===== src/rtl/dcache_port_arbiter.sv =====
// Shares one dcache request port between NumReq requesters: index-phase arbitration,
// tag-phase steering and in-order load response routing. Define DCACHE_ARB_FIXED_PRIO_EN for fixed priority.
package dcache_arb_pkg;
  localparam int unsigned IdxW  = 12;
  localparam int unsigned TagW  = 44;
  localparam int unsigned DataW = 64;
  localparam int unsigned UserW = 1;
  localparam int unsigned IdW   = 4;

  typedef struct packed {
    logic [IdxW-1:0]    address_index;
    logic [TagW-1:0]    address_tag;
    logic [DataW-1:0]   data_wdata;
    logic [UserW-1:0]   data_wuser;
    logic               data_req;
    logic               data_we;
    logic [DataW/8-1:0] data_be;
    logic [1:0]         data_size;
    logic [IdW-1:0]     data_id;
    logic               kill_req;
    logic               tag_valid;
  } dcache_req_i_t;

  typedef struct packed {
    logic               data_gnt;
    logic               data_rvalid;
    logic [IdW-1:0]     data_rid;
    logic [DataW-1:0]   data_rdata;
    logic [UserW-1:0]   data_ruser;
  } dcache_req_o_t;
endpackage

module dcache_port_arbiter
  import dcache_arb_pkg::*;
#(
  parameter int unsigned NumReq = 2,
  parameter int unsigned MaxOut = 4
) (
  input  logic          clk,
  input  logic          rst,
  input  dcache_req_i_t req_i [NumReq],
  output dcache_req_o_t rsp_o [NumReq],
  output dcache_req_i_t dc_req_o,
  input  dcache_req_o_t dc_rsp_i
);

  localparam int unsigned IdxBits = $clog2(NumReq);
  localparam int unsigned PtrW    = $clog2(MaxOut) + 1;

  typedef logic [IdxBits-1:0] idx_t;
  typedef logic [PtrW-1:0]    ptr_t;

  idx_t rr_ptr_q;
  logic lock_vld_q, lock_vld_d;
  idx_t lock_idx_q, lock_idx_d;
  logic tag_vld_q,  tag_vld_d;
  idx_t tag_idx_q,  tag_idx_d;
  ptr_t wr_ptr_q,   wr_ptr_d;
  ptr_t rd_ptr_q,   rd_ptr_d;
  idx_t owner_q [MaxOut];

  idx_t win;
  idx_t head;
  logic full, empty;
  logic presented, gnt, load_gnt, pop;

  // Round-robin search from rr_ptr_q; a locked winner overrides the search.
  always_comb begin
    int unsigned cand;
    logic        found;
    // NOTE: every combinational output gets a default before any branch, so no latch is inferred.
    win   = rr_ptr_q;
    found = 1'b0;
    cand  = 0;
    if (lock_vld_q) begin
      win = lock_idx_q;
    end else begin
      for (int unsigned k = 0; k < NumReq; k++) begin
        cand = 32'(rr_ptr_q) + k;
        if (cand >= NumReq) cand = cand - NumReq;
        if (!found && req_i[idx_t'(cand)].data_req) begin
          win   = idx_t'(cand);
          found = 1'b1;
        end
      end
    end
  end

  assign full  = (wr_ptr_q ^ rd_ptr_q) == ptr_t'(MaxOut);
  assign empty = (wr_ptr_q == rd_ptr_q);
  assign head  = owner_q[rd_ptr_q[PtrW-2:0]];

  // A load facing a full owner FIFO is not offered to the dcache; stores always are.
  assign presented = req_i[win].data_req && !(full && !req_i[win].data_we);
  assign gnt       = presented && dc_rsp_i.data_gnt;
  assign load_gnt  = gnt && !req_i[win].data_we;
  assign pop       = dc_rsp_i.data_rvalid && !empty;

  always_comb begin
    dc_req_o = '0;
    if (!rst) begin
      dc_req_o             = req_i[win];
      dc_req_o.data_req    = presented;
      dc_req_o.address_tag = '0;
      dc_req_o.tag_valid   = 1'b0;
      dc_req_o.kill_req    = 1'b0;
      if (tag_vld_q) begin
        dc_req_o.address_tag = req_i[tag_idx_q].address_tag;
        dc_req_o.tag_valid   = req_i[tag_idx_q].tag_valid;
        dc_req_o.kill_req    = req_i[tag_idx_q].kill_req;
      end
    end
  end

  always_comb begin
    for (int unsigned i = 0; i < NumReq; i++) begin
      rsp_o[i] = '0;
      if (!rst) begin
        rsp_o[i].data_rid    = dc_rsp_i.data_rid;
        rsp_o[i].data_rdata  = dc_rsp_i.data_rdata;
        rsp_o[i].data_ruser  = dc_rsp_i.data_ruser;
        rsp_o[i].data_gnt    = gnt && (win == idx_t'(i));
        rsp_o[i].data_rvalid = pop && (head == idx_t'(i));
      end
    end
  end

  // An offered but ungranted request pins the winner; dropping data_req releases the lock.
  always_comb begin
    lock_vld_d = presented && !gnt;
    lock_idx_d = win;
    tag_vld_d  = load_gnt;
    tag_idx_d  = win;
    wr_ptr_d   = wr_ptr_q + ptr_t'(load_gnt);
    rd_ptr_d   = rd_ptr_q + ptr_t'(pop);
  end

  always_ff @(posedge clk) begin
    if (rst) begin
      lock_vld_q <= 1'b0;
      lock_idx_q <= '0;
      tag_vld_q  <= 1'b0;
      tag_idx_q  <= '0;
      wr_ptr_q   <= '0;
      rd_ptr_q   <= '0;
      // NOTE: the owner storage is small and is cleared too, so head never carries X after reset.
      for (int unsigned i = 0; i < MaxOut; i++) owner_q[i] <= '0;
    end else begin
      // NOTE: state registers use non-blocking assignments so every flop samples pre-edge values.
      lock_vld_q <= lock_vld_d;
      lock_idx_q <= lock_idx_d;
      tag_vld_q  <= tag_vld_d;
      tag_idx_q  <= tag_idx_d;
      wr_ptr_q   <= wr_ptr_d;
      rd_ptr_q   <= rd_ptr_d;
      if (load_gnt) owner_q[wr_ptr_q[PtrW-2:0]] <= win;
    end
  end

`ifdef DCACHE_ARB_FIXED_PRIO_EN
  assign rr_ptr_q = '0;
`else
  idx_t rr_ptr_d;
  assign rr_ptr_d = (win == idx_t'(NumReq - 1)) ? '0 : win + 1'b1;

  always_ff @(posedge clk) begin
    if (rst)      rr_ptr_q <= '0;
    else if (gnt) rr_ptr_q <= rr_ptr_d;
  end
`endif

  // An rvalid with nothing outstanding is dropped; flag it as a protocol error.
  rvalid_without_load: assert property (@(posedge clk) disable iff (rst)
    !(dc_rsp_i.data_rvalid && empty))
    else $warning("dcache_port_arbiter: rvalid with no outstanding load dropped");

endmodule

===== config.mk =====
export PLATFORM = sky130hd
export DESIGN_NAME = dcache_port_arbiter
export DESIGN_NICKNAME = d
export VERILOG_FILES = /design/src/rtl/dcache_port_arbiter.sv
export SDC_FILE = /design/constraint.sdc
export NUM_CORES = 1
export LEC_CHECK = 0
export CELL_PAD_IN_SITES_DETAIL_PLACEMENT = 0
export CELL_PAD_IN_SITES_GLOBAL_PLACEMENT = 1
export CORE_AREA = 5 5 240 242
export DETAILED_ROUTE_END_ITERATION = 8
export DIE_AREA = 0 0 245 247
export PLACE_DENSITY = 0.58
export SLEW_MARGIN = 25
export SYNTH_ARGS = -nofsm -noshare
export SYNTH_HDL_FRONTEND = slang
export SYNTH_SLANG_ARGS = --single-unit

===== constraint.sdc =====
create_clock -name clk -period 3.52 [get_ports clk]
set_input_delay 0.352 -clock clk [delete_from_list [all_inputs] [get_ports clk]]
set_output_delay 0.352 -clock clk [all_outputs]
set_load 0.02 [all_outputs]

# Word-level counts from Yosys, hierarchy flattened
# Memory sizes are Yosys's and may differ from the RTL's. A register that Yosys moved wholly into a read port is not among the register bits.
# Index checks and enable logic that the tools add are counted.
word_totals:
  register_bits: 10
  ram_bits: 4
  input_bits: 351
  out_inout_bits: 281
  elab_cells: 81
  n_memories: 1
memory_table:
  columns: ["name", "depth", "word_bits", "read_ports", "rd_ports_with_merged_regs", "write_ports", "line", "source"]
  rows:
  - ["owner_q", 4, 1, 1, 1, 4, "60", "idx_t owner_q [MaxOut];"]
classes:
  addsub: 6
  order_cmp: 6
  eq_ne: 2
  muxes: 36
  bitwise: 7
  n_reduce_logical: 17
op_table:
  columns: ["operator", "n"]
  rows:
  - ["2-to-1 mux 139 bit", 4]
  - ["2-to-1 mux 127 bit", 3]
  - ["2-to-1 mux 71 bit", 2]
  - ["2-to-1 mux 18 bit", 6]
  - ["2-to-1 mux 44 bit", 1]
  - ["2-to-1 mux 1 bit", 17]
  - ["logical AND 1 bit", 11]
  - ["greater-or-equal comparator 2 bit (second input constant)", 5]
  - ["inverter 1 -> 2 bit", 4]
  - ["adder 3 x 1 -> 3 bit", 2]
  - ["2-to-1 mux 2 bit", 3]
  - ["logical NOT 1 bit", 5]
  - ["== test 3 bit", 1]
  - ["== test 3 bit (second input constant)", 1]
  - ["bitwise XOR 3 bit", 1]
  - ["adder 1 x 1 -> 2 bit (second input constant)", 1]
  - ["greater-or-equal comparator 1 x 2 -> 1 bit (second input constant)", 1]
  - ["inverter 1 bit", 2]
  - ["subtractor 1 bit (second input constant)", 2]
  - ["adder 1 bit (second input constant)", 1]
  - ["OR reduction 1 bit", 1]

# Depth between registers and ports, before layout
logic_depth:
  ltp_word: 28
  mapped_depth: 10
  ltp_nobuf: 9

# Least setup slack after synthesis
# No wires, ideal clock.
synth_path:
  kind: "input to output"
  from: "input port req_i[17] (netlist bit)"
  to: "output port dc_req_o[10] (netlist bit)"
  t_arrival_ns: 1.676
  setup_slack_ns: 1.492
  stages: 6
  cell_sequence: "nor2b_4 > nor2_1 > o31ai_4 > buf_6 > nand2_1 > a21oi_1"
synth_rtl:
  columns: ["item", "line", "source"]
  rows:
  - ["start: declaration", "41", "input dcache_req_i_t req_i [NumReq],"]
  - ["end: declaration", "43", "output dcache_req_i_t dc_req_o,"]

==> summary.md <==
| Metric | Value |
|---|---|
| Outcome | `finished, final reports clean` |
| Nets | `1529` |
| CTS Root Cell | `clkbuf_16` |
| Slowest stage cell, crit path | `clkdlybuf4s50_1` |
| Final period utilization | `90.9%` |
| Async SR Flop Fraction | `0%` |
| First-pass GRT wire length | `41900 um` |
| Slew margin rel. | `43.2%` |
| Peak supply drop | `0.000122 V` |
| 1st-iter DRT viols | `148` |
| Post CTS Setup Buffer Count | `0` |
| Mapped Avg Cell Area | `6.24 um^2` |
| CP endpoint kind | `output pin` |
| Met3 usage | `3.42%` |
| Mux share of post-synthesis cell area | `12.4%` |
| Pwr/cell area | `183 nW/um^2` |
| Total core area | `54900 um^2` |
| Most frequent cells in the layout | `629 x clkdlybuf4s50_1, 187 x nand2_1, 73 x nor2b_1` |
| CTS resizes | `0` |
| # clock sinks | `14` |
| Met1 global-route usage | `9.72%` |
| Total CTS buffers | `3` |
| CP peak stage delay | `0.70 ns` |
| Drt wl/cell | `16.3 um` |
| TritonCTS clock tree | `yes` |
| Initial antenna violation count | `0` |
| Max-cap check violation count | `0` |
| Cells after synthesis | `636` |
| Vias | `6174` |
| Top_reg_cell synth | `dfxtp_1` |
| # hold bufs at CTS | `0` |
| Chip Width | `245 um` |
| Drt first pass iters | `5` |
| Worst-Skew Late Latency | `0.24 ns` |
| Area Growth Syn to Fin | `168%` |
| EDFF count, synth | `4` |
| Crit Path Max Fanout | `34` |
| Register area share after synthesis | `8.07%` |
| GRT Total Usage | `8.99%` |
| CP arrival | `2.85 ns` |
| Final ANT Viol Nets | `0` |
| Finish-stage setup viols | `0` |
| I/O pin cnt | `632` |
| Final instance area | `10700 um^2` |
| Synthesized area | `3970 um^2` |
| Worst-margin pin slew | `0.852 ns` |
| Final-report hold violation count | `0` |
| Routed WL | `30600 um` |
| Worst Skew | `0.000690 ns` |
| Synth top area share | `17.7%` |
| Die Ht | `247 um` |
| Initial Utilization | `7.24%` |
| WP data required | `3.17 ns` |
| Vias in the first global route | `6551` |
| Setup_tns | `0 ns` |
| Setup crit start kind | `input port` |
| Hpwl dp | `26500 um` |
| Pin count of the biggest net entering global routing | `67` |
| Crit path max-delay family | `buffers and inverters` |
| Vias per inst | `3.29` |
| Worst Hold Class | `flop to flop` |
| Met2 Usage GRT | `17.1%` |
| XOR/XNOR share of the synthesized area | `1.10%` |
| Minimum clock period | `3.20 ns` |
| Ranking of synthesized cells by area | `nand2_1 18%, buf_4 13%, mux2i_1 12%` |
| Distinct cell type count after synthesis | `44` |
| Total gr overflow | `0` |
| Post-Synth Simple-Gate Area | `38.8%` |
| WS Path Type | `input port to output pin` |
| Clk slew on worst S/H paths | `0.05 ns` |
| Fin. max-slew vios | `0` |
| # port buffers | `631` |
| Adder-cell share of the synthesized area | `1.26%` |
| H-tree depth | `1` |
| # DRC | `0` |
| #FFs+latches synth | `14` |
| LEAKAGE | `3.81 nW` |
| Post-synthesis net count | `991` |
| Max clock buf depth | `2` |
| Worst-path cell chain | `clkdlybuf4s50_1 > nor2b_4 > nor2_1 > o31ai_4 > buf_12 > buf_12 > nand2_1 > a21oi_1 > clkdlybuf4s50_1` |
| Most common cell after layout, fill and taps aside | `clkdlybuf4s50_1` |
| Routability congestion estimate from global placement | `0.854` |
| N_diodes | `0` |
| GR peak layer | `met2` |
| Yosys Warn Count | `0` |
| Die footprint | `60500 um^2` |
| Max Freq | `312 MHz` |
| Synth area leader | `nand2_1` |
| Layout cells sized above 1 | `5.37%` |
| Cell Area, Placed | `10600 um^2` |
| Buf/Inv on CP | `4` |
| Main combinational cell family by area after synthesis | `simple AND/OR/NAND/NOR gates` |
| Rows | `86` |
| RSZ-0062 raised after global routing | `false` |
| Compound-gate portion of the synthesized area | `16.7%` |
## worst min-delay path, stage by stage (launching register included)
cell and delay (ns):
dfxtp_1 0.35, xnor2_1 0.08, nor2_1 0.07
## cell families (layout without fill, tap and decap cells)
kind of cell,Yosys count,count (layout)
and+or+nand+nor,336,336
buffers and inverters,124,661
AOI/OAI and AO/OA,105,105
muxes,48,48
DFF,14,14
xor gates and xnor gates,5,5
adders and majority gates,4,4
## where the power goes
group	switching (W)	internal [W]	total [W]
Combinational	0.000711	0.000836	0.00155
Clock	0.0000645	0.000150	0.000215
Sequential	0.0000125	0.000177	0.000189
Total	0.000788	0.00116	0.00195
## metrics by stage
| step | setup WS (ns) | std cells | total power [W] | hold WS (ns) | util, % |
|---|---|---|---|---|---|
| global placement | 0.259 | 1873 | 0.00176 | 0.522 | 19.3 |
| finish | 0.320 | 1877 | 0.00195 | 0.535 | 19.4 |
| CTS | 0.198 | 1877 | 0.00198 | 0.538 | 19.4 |
| detailed placement | 0.232 | 1873 | 0.00176 | 0.522 | 19.3 |
| floorplan | 1.49 | 636 | 0.000902 | 0.430 | - |
| global route | 0.0802 | 1877 | 0.00207 | 0.577 | 19.4 |
## synthesized netlist by cell type (4+ instances only)
cell type,count
a21oi_1,69
a21oi_2,24
buf_2,10
buf_4,69
buf_6,10
clkbuf_1,25
dfxtp_1,10
edfxtp_1,4
ha_1,4
inv_1,6
mux2i_1,46
nand2_1,187
nor2_1,54
nor2b_1,73
## layer usage
metal | vias to the layer above | wire (um)
li1 | 3064 | -
met4 | 0 | 417
met2 | 356 | 16100
met5 | - | 0
met1 | 2738 | 11400
met3 | 16 | 2760
## flip-flops by register name (all words and copies together), names as in the netlist
register	cells
wr_ptr_q	3
lock_vld_q	1
rd_ptr_q	3
tag_vld_q	1
tag_idx_q	1
rr_ptr_q	1
owner_q	4
## final timing paths
path	endpoint	slack (ns)	from	depth (start not counted)
max	dc_req_o[78]	0.32	req_i[17]	9
min	wr_ptr_q[2]	0.53	wr_ptr_q[2]	2
max reg2reg	wr_ptr_q[1]	1.47	lock_vld_q	8
min reg2reg	wr_ptr_q[2]	0.53	wr_ptr_q[2]	2
## cell type report
type	instances	area, um^2
Fill cell	6121	44200
Timing Repair Buffer	651	6550
Multi-Input combinational cell	498	2790
Tap cell	704	881
Sequential cell	14	322
Clock buffer	3	75.1
Inverter	6	22.5
Clock inverter	1	3.75
(Power assumes the default switching activity.)
